`config.mk`:
```
export PLATFORM = sky130hd
export DESIGN_NAME = instruction_decode
export DESIGN_NICKNAME = d
export VERILOG_FILES = /design/src/rtl/instruction_decode.sv
export SDC_FILE = /design/constraint.sdc
export NUM_CORES = 1
export LEC_CHECK = 0
export CAP_MARGIN = 20
export CORE_ASPECT_RATIO = 0.75
export CORE_MARGIN = 10
export CORE_UTILIZATION = 45
export DETAILED_ROUTE_END_ITERATION = 8
export GPL_TIMING_DRIVEN = 0
export PLACE_DENSITY = 0.77
export REMOVE_ABC_BUFFERS = 1
export SLEW_MARGIN = 10
export SYNTH_ARGS = -nofsm -noshare
export SYNTH_HDL_FRONTEND = slang
export SYNTH_SLANG_ARGS = --single-unit
```
`constraint.sdc`:
```
create_clock -name clk -period 2.32 [get_ports clk]
set_clock_uncertainty 0.2 [all_clocks]
set_input_delay 0.348 -clock clk [delete_from_list [all_inputs] [get_ports clk]]
set_output_delay 0.348 -clock clk [all_outputs]
set_load 0.03 [all_outputs]
```
`src/rtl/instruction_decode.sv`:
```
// instruction_decode
//   Decode stage sitting right after the instruction fetcher. Takes opcode
//   bytes over the DIR/ack_prev handshake and joins LDI with its immediate
//   byte. Splits the instruction into fields and reads operands from a 4x8
//   register file, which has a writeback port with read bypass. The decoded
//   bundle goes to execute over the DOR/ack_from_next handshake.
//
// Ports
//   clk, reset          clock; synchronous active-high reset
//   DIR, data_in        upstream byte valid (held until acked) and byte
//   ack_prev            one-cycle registered accept pulse to upstream
//   DOR, ack_from_next  decoded bundle valid (held) and downstream accept
//   op_out, dst_out     instr[7:4], instr[3:2]
//   a_out, b_out        rf[dst]; rf[src], or the immediate for LDI
//   illegal             op_out == ILL_OP (forwarded, not trapped)
//   wb_en/addr/data     register file write port
module instruction_decode #(
  parameter logic [3:0] LDI_OP = 4'hF,
  parameter logic [3:0] ILL_OP = 4'hE
) (
  input  logic       clk,
  input  logic       reset,
  input  logic       DIR,
  output logic       ack_prev,
  input  logic [7:0] data_in,
  output logic       DOR,
  input  logic       ack_from_next,
  output logic [3:0] op_out,
  output logic [1:0] dst_out,
  output logic [7:0] a_out,
  output logic [7:0] b_out,
  output logic       illegal,
  input  logic       wb_en,
  input  logic [1:0] wb_addr,
  input  logic [7:0] wb_data
);

  typedef enum logic [1:0] {IDLE, WAIT_IMM, DECODE, WAIT_NEXT} state_t;

  state_t     state, state_nxt;
  logic       armed;
  logic [7:0] ir, imm;
  logic [7:0] rf [4];
  logic [7:0] rd_a, rd_b;
  logic       accept, load_ir, load_imm, load_out, release_out;

  // ---------------- state register ----------------
  // NOTE: every clocked process uses non-blocking assignments, so all
  // registers update together from the values present before the edge.
  always_ff @(posedge clk) begin
    if (reset) state <= IDLE;
    else       state <= state_nxt;
  end

  // ---------------- next-state logic ----------------
  // NOTE: each combinational process assigns its outputs a default first,
  // so no path leaves a signal unassigned and no latch is inferred.
  always_comb begin
    state_nxt = state;
    unique case (state)
      IDLE:      if (accept) state_nxt = (data_in[7:4] == LDI_OP) ? WAIT_IMM : DECODE;
      WAIT_IMM:  if (accept) state_nxt = DECODE;
      DECODE:    state_nxt = WAIT_NEXT;
      WAIT_NEXT: if (ack_from_next) state_nxt = IDLE;
      default:   state_nxt = IDLE;
    endcase
  end

  // ---------------- output / control decode ----------------
  // A byte counts only when armed. This stops a byte from being taken twice
  // while upstream still holds DIR in the cycle after our ack.
  always_comb begin
    accept      = 1'b0;
    load_ir     = 1'b0;
    load_imm    = 1'b0;
    load_out    = 1'b0;
    release_out = 1'b0;
    unique case (state)
      IDLE: begin
        accept  = DIR && armed;
        load_ir = accept;
      end
      WAIT_IMM: begin
        accept   = DIR && armed;
        load_imm = accept;
      end
      DECODE:    load_out    = 1'b1;
      WAIT_NEXT: release_out = ack_from_next;
      default: ;
    endcase
  end

  // ---------------- register file with write-through bypass ----------------
  // NOTE: the register file is reset explicitly, because it must read as
  // zero after reset. This is cheap at 4x8.
  always_ff @(posedge clk) begin
    if (reset) begin
      for (int i = 0; i < 4; i++) rf[i] <= '0;
    end else if (wb_en) begin
      rf[wb_addr] <= wb_data;
    end
  end

  // A write landing in the DECODE cycle must be seen by that decode.
  assign rd_a = (wb_en && wb_addr == ir[3:2]) ? wb_data : rf[ir[3:2]];
  assign rd_b = (wb_en && wb_addr == ir[1:0]) ? wb_data : rf[ir[1:0]];

  // ---------------- handshake and datapath registers ----------------
  always_ff @(posedge clk) begin
    if (reset) begin
      armed    <= 1'b1;
      ack_prev <= 1'b0;
      ir       <= '0;
      imm      <= '0;
      DOR      <= 1'b0;
      op_out   <= '0;
      dst_out  <= '0;
      a_out    <= '0;
      b_out    <= '0;
      illegal  <= 1'b0;
    end else begin
      ack_prev <= accept;
      if (accept)   armed <= 1'b0;
      else if (!DIR) armed <= 1'b1;

      if (load_ir)  ir  <= data_in;
      if (load_imm) imm <= data_in;

      // The fields are loaded only in DECODE. They then stay frozen for as
      // long as DOR is held, so later register writes do not show up.
      if (load_out) begin
        DOR     <= 1'b1;
        op_out  <= ir[7:4];
        dst_out <= ir[3:2];
        illegal <= (ir[7:4] == ILL_OP);
        a_out   <= rd_a;
        b_out   <= (ir[7:4] == LDI_OP) ? imm : rd_b;
      end else if (release_out) begin
        DOR <= 1'b0;
      end
    end
  end

endmodule

```
==> results.md <==
* Status: finished, final reports clean
* Tmin final at around 2.3 ns
* EDFF count, synth at 32
* Design Area, Final at 4423 sq um
* Ys flop type: dfxtp_1
* Comb pwr share at a little over a third
* Startpoint Class: input pin
* CTS tree: done
* Total number of H-tree levels at 3
* Number of top-level pins at 48
* RSZ-0062 raised after global routing: yes
* Mean number of vias per cell at roughly 5.7
* Setup WS post-layout at between 0.06 and 0.07 ns
* WL/cell at roughly 19 um
* DP Area at roughly 4200 sq um
* WP data arrival at 2.09 ns
* Starting density of the core at 46.55%
* Die ar. at 12250 sq um
* Initial DRC Count at about 190
* Kind of critical path: input pin to register
* Layout Cells excl Fill at roughly 460
* Post-DP HPWL at 6228 um
* Clock-pin slew on the worst setup and hold paths at approximately 0.080 ns
* Fmax at around 0.44 GHz
* Synth cell types at between 40 and 50
* Inst Count DP at about 450
* Initial antenna violation count at 0
* Fin. Hold Viols at 0
* Setup bufs post-CTS at 0
* DRC at 0
* Peak VDD IR at slightly below 0.0005 V
* Syn avg cell area at between 10 and 15 sq um
* Post-layout net count at 380
* Fin. max-slew vios at 0
* Clk_lat worst skew at approximately 0.35 ns
* Core Area at between 7000 and 8000 sq um
* Vias in the first global route at roughly 2600
* Remaining antenna violation count after routing at 0
* Clk root buf: clkbuf_8
* Sw Share at 34.94%
* Yosys warning count at 0
* Clk pwr share at a little under a quarter
* Pwr per Cell Area at 1017 nW/um^2
* Final setup fails at 0
* CP endpoint kind: register
* Relative slew slack at about three fifths
* N_diodes at 0
* Global-route wire length before repair at between 10000 and 15000 um
* Die width at 124.5 um
* Worst Path Required at approximately 2.2 ns
* Worst-Margin Slew at between 0.5 and 0.6 ns
* IO Port Bufs at 47
* Max capacitance violation total at 0
* Psw at about 1.6 mW
* Fraction of layout cells with a size suffix above 1 at between 10% and 20%
* P&R area growth vs syn at 19.99%
* Util after Layout at 55.86%
* Cell Rows at 28
* Overall Global Routing Usage at 14.29%
* WL final at between 8000 and 9000 um
* Period Utilization, post-route at 97.23%
* Largest net degree at the start of global routing at 48
* Synth Register Bits at approximately 80
* Hold_buf cts at 0
* CP Max Fanout at 9
* Die height at 98.38 um
* Post-synthesis cell count at 311
* Register area share after synthesis at 51.05%
* Grt ovf at 0
* Synthesized area at roughly 3700 sq um
* GP Congestion at ~0.80
* Leakage at around 1.7 nW
* CTS buffer count at 9
* Post-Place Worst Slack at -0.3632 ns
* Register share of total power at between 40% and 50%
* Worst hold path type: input pin to register
* Drt pass-1 iters at 5
* Asr flop ratio synth at 0%
* Cell internal pwr at around 3 mW
* Clock buffer depth at 2
* CTS Sinks at a little under 80
* Vias at around 2600
==> sequential cells by signal, summed over array words and instances, names as in the netlist, 2 cells and up, named ones only <==
name and cells:
imm 8, dst_out 2, b_out 8, op_out 4, rf 32, state 2, a_out 8, ir 8
==> layer usage <==
metal	GRT usage [%]	share of wire, %
met1	17.74	42
met2	23.02	49
met3	4.646	7.9
met4	4.647	1.2
met5	0	0
==> layout by cell type (no fill, tap or decap), types with 2 or more instances in the layout <==
cell type        Yosys  final
mux4_2              16     16
nand3b_1             2      2
o21ai_0              9      9
edfxtp_1            32     32
clkbuf_8             0     10
o21ai_1              2      2
a21oi_1              2      2
clkbuf_16            0      2
nor2_1              51     51
a311oi_1             8      8
o22ai_1              3      3
a2111oi_1            4      4
nand3_1             10     10
nor3b_2              2      2
dfxtp_1             46     44
ha_1                 4      3
nand2_1              9      9
clkinv_2             0      2
clkdlybuf4s50_1      0     46
inv_4                0      2
inv_1                4      4
xnor2_1              3      3
or2_2                3      3
mux2i_1             30     30
and2_1              34     34
dfxtp_2              0      2
a31oi_1              3      3
==> cell type report <==
type / count / area, sq um
multi-input combinational: 212 / 1697
inverter: 4 / 15.01
clock buffer: 12 / 187.7
clock inverter: 4 / 22.52
timing repair buffer: 48 / 485.5
sequential: 78 / 1884
tap: 105 / 131.4
fill: 699 / 3495
==> cells by family after synthesis <==
logic type | Yosys count | share of synthesized area [%]
muxes | 47 | 18.23
adders and majority gates | 4 | 1.358
xor gates and xnor gates | 3 | 0.7130
and+or+nand+nor | 120 | 17.28
buffers and inverters | 21 | 3.259
DFF | 78 | 51.05
AOI/OAI and AO/OA | 38 | 8.113
==> per-stage QoR <==
step | hold slack [ns] | power (mW) | setup TNS (ns)
2_1_floorplan | 0.2171 | 2.881 | 0
3_3_place_gp | 0.2503 | 3.417 | -106.29
3_5_place_dp | 0.2672 | 3.468 | -8.566
4_1_cts | 0.1037 | 4.524 | 0
5_1_grt | 0.1101 | 4.737 | -0.9286
6_report | 0.1188 | 4.499 | 0
==> power by group through the flow <==
stage / sequential, mW / clock [mW] / combinational, mW
2_1_floorplan: 2.13 / 0 / 0.753
3_3_place_gp: 1.89 / 0 / 1.52
3_5_place_dp: 1.91 / 0 / 1.56
4_1_cts: 1.88 / 1.06 / 1.58
5_1_grt: 1.92 / 1.13 / 1.69
6_report: 1.88 / 1.05 / 1.57
==> worst paths after layout <==
kind	slack (ns)	depth (start not counted)	end	from
worst max register to register	0.22	4	a_out[1]	ir[2]
worst max-delay path	0.06	4	rf[2][6]	wb_en
worst min-delay path	0.12	2	a_out[7]	reset
worst min register to register	0.28	2	illegal	illegal
==> repair_timing <==
action | in CTS | in global routing
gates cloned | 0 | 0
pin swaps | 0 | 0
endpoints found under the setup margin | 8 | 19
gates resized for setup | 2 | 1
==> cell usage after synthesis (7+ instances only) <==
cell type | number | area [sq um]
a311oi_1 | 8 | 70.07
and2_1 | 34 | 212.7
clkbuf_1 | 7 | 26.28
dfxtp_1 | 46 | 920.9
edfxtp_1 | 32 | 960.9
mux2i_1 | 30 | 300.3
mux4_2 | 16 | 360.4
nand2_1 | 9 | 33.78
nand3_1 | 10 | 50.05
nor2_1 | 51 | 191.4
o21ai_0 | 9 | 45.04
==> worst max-delay path, cell delays in order <==
cell and delay, ns:
clkdlybuf4s50_1 0.65, nand2b_1 0.18, nor3b_2 0.53, or2_2 0.37
Power figures use the tool's default switching activity.
